$ cat src/rtl/mem_access_if.sv
// SRAM-like data bus between the memory-access stage (master) and the data memory (slave).
interface mem_access_if;
  logic        req;
  logic        wr;
  logic [1:0]  size;
  logic [31:0] addr;
  logic [31:0] wdata;
  logic        addr_ok;
  logic        data_ok;
  logic [31:0] rdata;

  modport master (output req, wr, size, addr, wdata, input addr_ok, data_ok, rdata);
  modport slave  (input req, wr, size, addr, wdata, output addr_ok, data_ok, rdata);
endinterface

$ cat src/rtl/mem_access.sv
// Memory-access stage: issues loads/stores on the SRAM-like bus, stalls until done, extends load data.
// Optional feature: define MEM_ADDR_EXC_EN to trap misaligned halfword/word accesses (AdEL/AdES).
`ifndef ALUOP_BUS
`define ALUOP_BUS      7:0
`endif
`ifndef EXCEP_TYPE_BUS
`define EXCEP_TYPE_BUS 31:0
`endif
`ifndef EXE_LB_OP
`define EXE_LB_OP  8'b11100000
`define EXE_LH_OP  8'b11100001
`define EXE_LW_OP  8'b11100011
`define EXE_LBU_OP 8'b11100100
`define EXE_LHU_OP 8'b11100101
`define EXE_SB_OP  8'b11101000
`define EXE_SH_OP  8'b11101001
`define EXE_SW_OP  8'b11101011
`endif

module mem_access (
  input  logic                   clk,
  input  logic                   rst,
  input  logic                   exception,
  input  logic [`ALUOP_BUS]      mem_aluop,
  input  logic [`EXCEP_TYPE_BUS] mem_exception_type,
  input  logic                   mem_mem_to_reg,
  input  logic                   mem_ram_write_enable,
  input  logic [31:0]            mem_alu_data,
  input  logic [31:0]            mem_ram_write_data,
  mem_access_if.master           data,
  output logic                   data_stall,
  output logic [31:0]            mem_result,
  output logic                   addr_exc_load,
  output logic                   addr_exc_store,
  output logic [31:0]            bad_vaddr
);

  typedef enum logic [2:0] {IDLE, REQ, WAIT, DONE, DRAIN} state_t;

  state_t      state;
  logic        flush_q;
  logic [31:0] rdata_q;
  logic [31:0] addr_q;
  logic [31:0] wdata_q;
  logic [1:0]  size_q;
  logic        wr_q;

  logic        is_mem;
  logic        valid;
  logic        misaligned;
  logic [1:0]  cur_size;
  logic [31:0] cur_wdata;

  function automatic logic [1:0] op_size(input logic [`ALUOP_BUS] op);
    case (op)
      `EXE_LB_OP, `EXE_LBU_OP, `EXE_SB_OP: return 2'd0;
      `EXE_LH_OP, `EXE_LHU_OP, `EXE_SH_OP: return 2'd1;
      default:                             return 2'd2;
    endcase
  endfunction

  function automatic logic [31:0] store_data(input logic [`ALUOP_BUS] op, input logic [31:0] rt);
    case (op)
      `EXE_SB_OP: return {4{rt[7:0]}};
      `EXE_SH_OP: return {2{rt[15:0]}};
      default:    return rt;
    endcase
  endfunction

  // Little-endian lane select followed by sign or zero extension.
  function automatic logic [31:0] load_ext(input logic [`ALUOP_BUS] op, input logic [1:0] lo,
                                           input logic [31:0] w);
    logic [7:0]  b;
    logic [15:0] h;
    case (lo)
      2'd0:    b = w[7:0];
      2'd1:    b = w[15:8];
      2'd2:    b = w[23:16];
      default: b = w[31:24];
    endcase
    h = lo[1] ? w[31:16] : w[15:0];
    case (op)
      `EXE_LB_OP:  return {{24{b[7]}}, b};
      `EXE_LBU_OP: return {24'd0, b};
      `EXE_LH_OP:  return {{16{h[15]}}, h};
      `EXE_LHU_OP: return {16'd0, h};
      default:     return w;
    endcase
  endfunction

`ifdef MEM_ADDR_EXC_EN
  always_comb begin
    misaligned = 1'b0;
    case (mem_aluop)
      `EXE_LH_OP, `EXE_LHU_OP, `EXE_SH_OP: misaligned = mem_alu_data[0];
      `EXE_LW_OP, `EXE_SW_OP:              misaligned = |mem_alu_data[1:0];
      default:                             misaligned = 1'b0;
    endcase
  end
  assign addr_exc_load  = rst & mem_mem_to_reg & misaligned;
  assign addr_exc_store = rst & mem_ram_write_enable & misaligned;
  assign bad_vaddr      = (addr_exc_load | addr_exc_store) ? mem_alu_data : 32'd0;
`else
  assign misaligned     = 1'b0;
  assign addr_exc_load  = 1'b0;
  assign addr_exc_store = 1'b0;
  assign bad_vaddr      = 32'd0;
`endif

  assign is_mem    = mem_mem_to_reg | mem_ram_write_enable;
  assign valid     = is_mem & (mem_exception_type == '0) & ~exception & ~misaligned;
  assign cur_size  = op_size(mem_aluop);
  assign cur_wdata = store_data(mem_aluop, mem_ram_write_data);

  // Request fields come live from the inputs in IDLE and from the captured copy while retrying.
  always_comb begin
    data.req   = 1'b0;
    data.wr    = mem_ram_write_enable;
    data.size  = cur_size;
    data.addr  = mem_alu_data;
    data.wdata = cur_wdata;
    if (state == REQ) begin
      data.req   = rst;
      data.wr    = wr_q;
      data.size  = size_q;
      data.addr  = addr_q;
      data.wdata = wdata_q;
    end else if (state == IDLE) begin
      data.req   = rst & valid;
    end
  end

  always_comb begin
    case (state)
      DONE:    data_stall = 1'b0;
      DRAIN:   data_stall = rst & is_mem;
      default: data_stall = rst & valid;
    endcase
  end

  assign mem_result = (state == DONE && mem_mem_to_reg) ? load_ext(mem_aluop, mem_alu_data[1:0], rdata_q)
                                                        : mem_alu_data;

  always_ff @(posedge clk) begin
    if (state == IDLE) begin
      addr_q  <= mem_alu_data;
      wdata_q <= cur_wdata;
      size_q  <= cur_size;
      wr_q    <= mem_ram_write_enable;
    end
  end

  // A flush seen in REQ is remembered so the matching data_ok is drained, not delivered.
  always_ff @(posedge clk or negedge rst) begin
    if (!rst) begin
      state   <= IDLE;
      flush_q <= 1'b0;
      rdata_q <= 32'd0;
    end else begin
      case (state)
        IDLE: begin
          flush_q <= 1'b0;
          if (valid) state <= data.addr_ok ? WAIT : REQ;
        end
        REQ: begin
          if (exception)    flush_q <= 1'b1;
          if (data.addr_ok) state   <= WAIT;
        end
        WAIT: begin
          if (data.data_ok) begin
            flush_q <= 1'b0;
            if (flush_q | exception) begin
              state <= IDLE;
            end else begin
              rdata_q <= data.rdata;
              state   <= DONE;
            end
          end else if (flush_q | exception) begin
            state <= DRAIN;
          end
        end
        DONE:  state <= IDLE;
        DRAIN: begin
          if (data.data_ok) begin
            flush_q <= 1'b0;
            state   <= IDLE;
          end
        end
        default: state <= IDLE;
      endcase
    end
  end

endmodule

$ cat src/flat_wrapper.sv
// flat-port wrapper written by rule: the top's interface ports become plain ports
module mem_access_flat 
  (clk, rst, exception, mem_aluop, mem_exception_type, mem_mem_to_reg, mem_ram_write_enable, mem_alu_data, mem_ram_write_data, data_stall, mem_result, addr_exc_load, addr_exc_store, bad_vaddr, data_req, data_wr, data_size, data_addr, data_wdata, data_addr_ok, data_data_ok, data_rdata);
  mem_access_if data_i ();
  input  logic clk;
  input  logic rst;
  input  logic exception;
  input  logic [`ALUOP_BUS] mem_aluop;
  input  logic [`EXCEP_TYPE_BUS] mem_exception_type;
  input  logic mem_mem_to_reg;
  input  logic mem_ram_write_enable;
  input  logic [31:0] mem_alu_data;
  input  logic [31:0] mem_ram_write_data;
  output logic data_stall;
  output logic [31:0] mem_result;
  output logic addr_exc_load;
  output logic addr_exc_store;
  output logic [31:0] bad_vaddr;
  output wire logic [$bits(data_i.req)-1:0] data_req;
  output wire logic [$bits(data_i.wr)-1:0] data_wr;
  output wire logic [$bits(data_i.size)-1:0] data_size;
  output wire logic [$bits(data_i.addr)-1:0] data_addr;
  output wire logic [$bits(data_i.wdata)-1:0] data_wdata;
  input wire logic [$bits(data_i.addr_ok)-1:0] data_addr_ok;
  input wire logic [$bits(data_i.data_ok)-1:0] data_data_ok;
  input wire logic [$bits(data_i.rdata)-1:0] data_rdata;
  assign data_req = data_i.req;
  assign data_wr = data_i.wr;
  assign data_size = data_i.size;
  assign data_addr = data_i.addr;
  assign data_wdata = data_i.wdata;
  assign data_i.addr_ok = data_addr_ok;
  assign data_i.data_ok = data_data_ok;
  assign data_i.rdata = data_rdata;
  mem_access u_core (.clk(clk), .rst(rst), .exception(exception), .mem_aluop(mem_aluop), .mem_exception_type(mem_exception_type), .mem_mem_to_reg(mem_mem_to_reg), .mem_ram_write_enable(mem_ram_write_enable), .mem_alu_data(mem_alu_data), .mem_ram_write_data(mem_ram_write_data), .data(data_i), .data_stall(data_stall), .mem_result(mem_result), .addr_exc_load(addr_exc_load), .addr_exc_store(addr_exc_store), .bad_vaddr(bad_vaddr));
endmodule
$ cat config.mk
export PLATFORM = sky130hd
export DESIGN_NAME = mem_access_flat
export DESIGN_NICKNAME = d
export VERILOG_FILES = /design/src/rtl/mem_access_if.sv /design/src/rtl/mem_access.sv /design/src/flat_wrapper.sv
export SDC_FILE = /design/constraint.sdc
export NUM_CORES = 1
export LEC_CHECK = 0
export CAP_MARGIN = 20
export CORE_AREA = 2 2 104 156
export CTS_CLUSTER_DIAMETER = 80
export DETAILED_ROUTE_END_ITERATION = 16
export DIE_AREA = 0 0 106 158
export PLACE_DENSITY = 0.85
export RECOVER_POWER = 25
export SYNTH_ARGS = -nofsm -noshare
export SYNTH_HDL_FRONTEND = slang
export SYNTH_SLANG_ARGS = --single-unit
$ cat constraint.sdc
create_clock -name clk -period 14.9 [get_ports clk]
set_input_delay 2.98 -clock clk [delete_from_list [all_inputs] [get_ports clk]]
set_output_delay 2.98 -clock clk [all_outputs]
set_load 0.005 [all_outputs]
==> results.rst <==
.. list-table::
   :header-rows: 1

   * - Metric
     - Value
   * - Yosys warnings
     - 0
   * - Post-route setup TNS
     - 0 ns
   * - Placement row count
     - 56
   * - Post-synthesis instance area
     - 0.00606 sq mm
   * - Power density normalized to cell area
     - 117 mW/mm^2
   * - Buffer type at the clock tree root
     - clkbuf_16
   * - Storage cell area
     - 0.00291 sq mm
   * - Violations in the final reports
     - max-capacitance violations, max-slew violations
   * - Share of layout cells above drive strength 1
     - 15.0%
   * - Core footprint
     - 0.0155 sq mm
   * - TritonCTS clock tree
     - done
   * - CP startpoint kind
     - input pin
   * - Library cell occupying the most area in the post-synthesis netlist
     - edfxtp_1
   * - DR iter-0 viols
     - 322
   * - Height of the die
     - 158 um
   * - Max VDD drop
     - about 0.068 mV
   * - Final-stage net count
     - approximately 940
   * - Fmax achieved
     - 108 MHz
   * - Leakage power
     - ~0.0036 uW
   * - Arrival time of data at the critical path endpoint
     - 6.27 ns
   * - Layout area overhead
     - 46.1%
   * - Number of buffers inserted by hold repair at cts
     - 0
   * - Number of sinks handled by clock tree synthesis
     - 103
   * - Category of the critical setup timing path
     - in -> out
   * - Reg-to-reg critical path startpoint
     - u_core.state[1]
   * - Half-perimeter wire length after placement
     - 15,000 um
   * - Antenna-violating nets left
     - 0
   * - Number of global-route vias before repair
     - 5,231
   * - Effective utilization at floorplan
     - 39.1%
   * - Gr usage total
     - between 20% and 30%
   * - Combined area of the multi-input logic cells
     - between 0.002 and 0.003 sq mm
   * - Clock-pin slew of the registers on the worst-case setup and hold paths
     - 0.07 ns
   * - Gate count of the mapped netlist
     - roughly 580
   * - Buffers added on ports
     - between 200 and 250
   * - Top flip-flop cell by instance count after synthesis
     - edfxtp_1
   * - Sequential share of the synthesized area
     - 48.1%
   * - RSZ-0062 raised after global routing
     - false
   * - Endpoints failing setup
     - 0
   * - Global-route wire length before repair
     - between 20,000 and 30,000 um
   * - Endpoint type of the worst setup path
     - primary output
   * - Overall die area
     - 0.0167 sq mm
   * - Inserted Clock Buffers
     - 9
   * - Fraction of synthesis flops using an asynchronous set or reset pin
     - about a third
   * - Synth area leaders
     - edfxtp_1, dfrtp_1, mux2_2
   * - Routed wire length
     - 19,900 um
   * - Number of endpoints with negative hold slack in the final report
     - 0
   * - Final Max Slew Viols
     - 92
   * - Detailed-route vias per instance
     - 5.30
   * - Weighted congestion at the end of routability-driven global placement
     - 0.866
   * - Top cell types by occurrence after synthesis
     - nand2_1, mux2_2, edfxtp_1
   * - Max-cap check violation count
     - 2
   * - Required time at the endpoint of the critical path
     - 11.92 ns
   * - Hold path start
     - u_core.flush_q
   * - First drt pass iteration count
     - 5
   * - Fill cells
     - roughly 1,300
   * - Overall via count from detail_route
     - 5,357
   * - Post-synthesis register bit count
     - between 100 and 150
   * - Worst Hold Slack
     - 0.534 ns
   * - Most used standard cell by instance count after synthesis
     - nand2_1
   * - Instance count after placement with tap cells included
     - 992
   * - Io pins
     - 278
   * - Largest driver fanout on the critical path
     - 16
   * - Number of resized instances in the post-cts repair step
     - 0
   * - Clock tree buffer depth
     - 2
   * - Number of synthesized flops with an enable pin
     - 67
   * - Worst hold path type
     - reg -> reg
   * - Total DRC errors in the routed layout
     - 0
   * - Transition time at the pin with the least slew margin
     - 2.88 ns
   * - Final critical path time including I/O delays and setup
     - 9.25 ns
   * - Post-CTS Setup Repair Bufs
     - 0
   * - Worst Setup SP
     - mem_aluop[1]
   * - Run status
     - finished with violations
   * - Number of levels in the clock H-tree
     - 3
   * - Clock network latency to the later pin of the worst-skew pair
     - roughly 0.35 ns
   * - Count of non-filler cells in the finished layout
     - 1,010
   * - Share of the synthesized area in the top cell type
     - 33.2%
   * - Mean area per synthesized cell
     - between 10 and 15 sq um
   * - Worst Clk Skew
     - about 0.010 ns
   * - Die Span X
     - ~110 um
   * - Initial antenna violation count
     - 0
   * - Final standard cell utilization of the core
     - between 50% and 60%
   * - Slew Limit Headroom
     - -91.8%
   * - Part of the cycle the worst path needs
     - 62.1%
   * - Yosys cell types
     - 47
   * - Sum of overflow across all layers after global routing
     - 0
   * - Largest net degree at the start of global routing
     - 52
   * - Average wire length per cell after detail routing
     - 19.7 um
logic make-up after synthesis:
kind of cell / synth area share, %
other: 0.0619
buffers and inverters: 7.60
AOI/OAI and AO/OA: 10.5
muxes: 18.4
DFF: 48.1
and+or+nand+nor: 15.3
sequential cells by signal, indices dropped and copies added (netlist names):
register        cells
u_core.addr_q      32
u_core.rdata_q     32
u_core.wdata_q     32
u_core.state        3
u_core.size_q       2
u_core.flush_q      1
u_core.wr_q         1
metrics by stage:
step           setup WS [ns]  total power, uW  cell area [sq um]
4_1_cts                 5.67             1040               8850
3_5_place_dp            5.68              792               8530
6_report                5.65             1040               8850
2_1_floorplan           7.43              635               6180
5_1_grt                 5.45             1090               8840
3_3_place_gp            5.77              783               8530
report_power, final:
part	switching (uW)	internal [uW]	leakage (uW)
combinational	130	163	0.00225
sequential	80.9	416	0.00116
clock	115	135	0.000152
total	325	714	0.00356
cell type report:
cell class,instances,share of cell area [%]
Inverter,12,0.509
Multi-Input combinational cell,422,31.9
Antenna cell,1,0.0283
Sequential cell,103,32.9
Tap cell,203,2.87
Clock buffer,9,2.55
Clock inverter,7,1.00
Timing Repair Buffer,253,28.2
path summary, 6_finish.rpt:
kind | endpoint | slack, ns | cells after the start
max | mem_result[31] | 5.65 | 6
min | u_core.flush_q | 0.53 | 1
min reg2reg | u_core.flush_q | 0.53 | 1
max in group asynchronous | u_core.state[2] | 10.36 | 2
min in group asynchronous | u_core.rdata_q[4] | 3.33 | 2
max reg2reg | u_core.addr_q[1] | 11.62 | 2
cells in the final DEF (no fill, tap or decap), types with 8 or more instances in the layout:
| cell | instances |
|---|---|
| nand2_1 | 150 |
| clkdlybuf4s50_1 | 242 |
| mux4_2 | 8 |
| inv_1 | 11 |
| edfxtp_1 | 67 |
| mux2_2 | 80 |
| nor2_1 | 23 |
| clkbuf_16 | 9 |
| a221o_1 | 16 |
| dfrtp_1 | 36 |
| a41oi_1 | 8 |
| a211oi_1 | 8 |
| o21ai_0 | 16 |
| nor2b_1 | 9 |
| o31ai_1 | 9 |
| conb_1 | 34 |
critical path, stage by stage:
cell,delay (ns)
clkdlybuf4s50_1,0.57
nor2_1,0.72
nand2_1,0.23
a2111oi_4,0.95
a221o_1,0.29
clkdlybuf4s50_1,0.52
routing by layer:
metal  vias to the layer above  GRT usage (%)  part of all wire [%]
li1                       2474              -                     -
met1                      2568           26.1                    37
met2                       282           42.1                    52
met3                        33           5.02                   7.6
met4                         0           9.96                   3.6
met5                         -              0                     0
(Power assumes the default switching activity.)
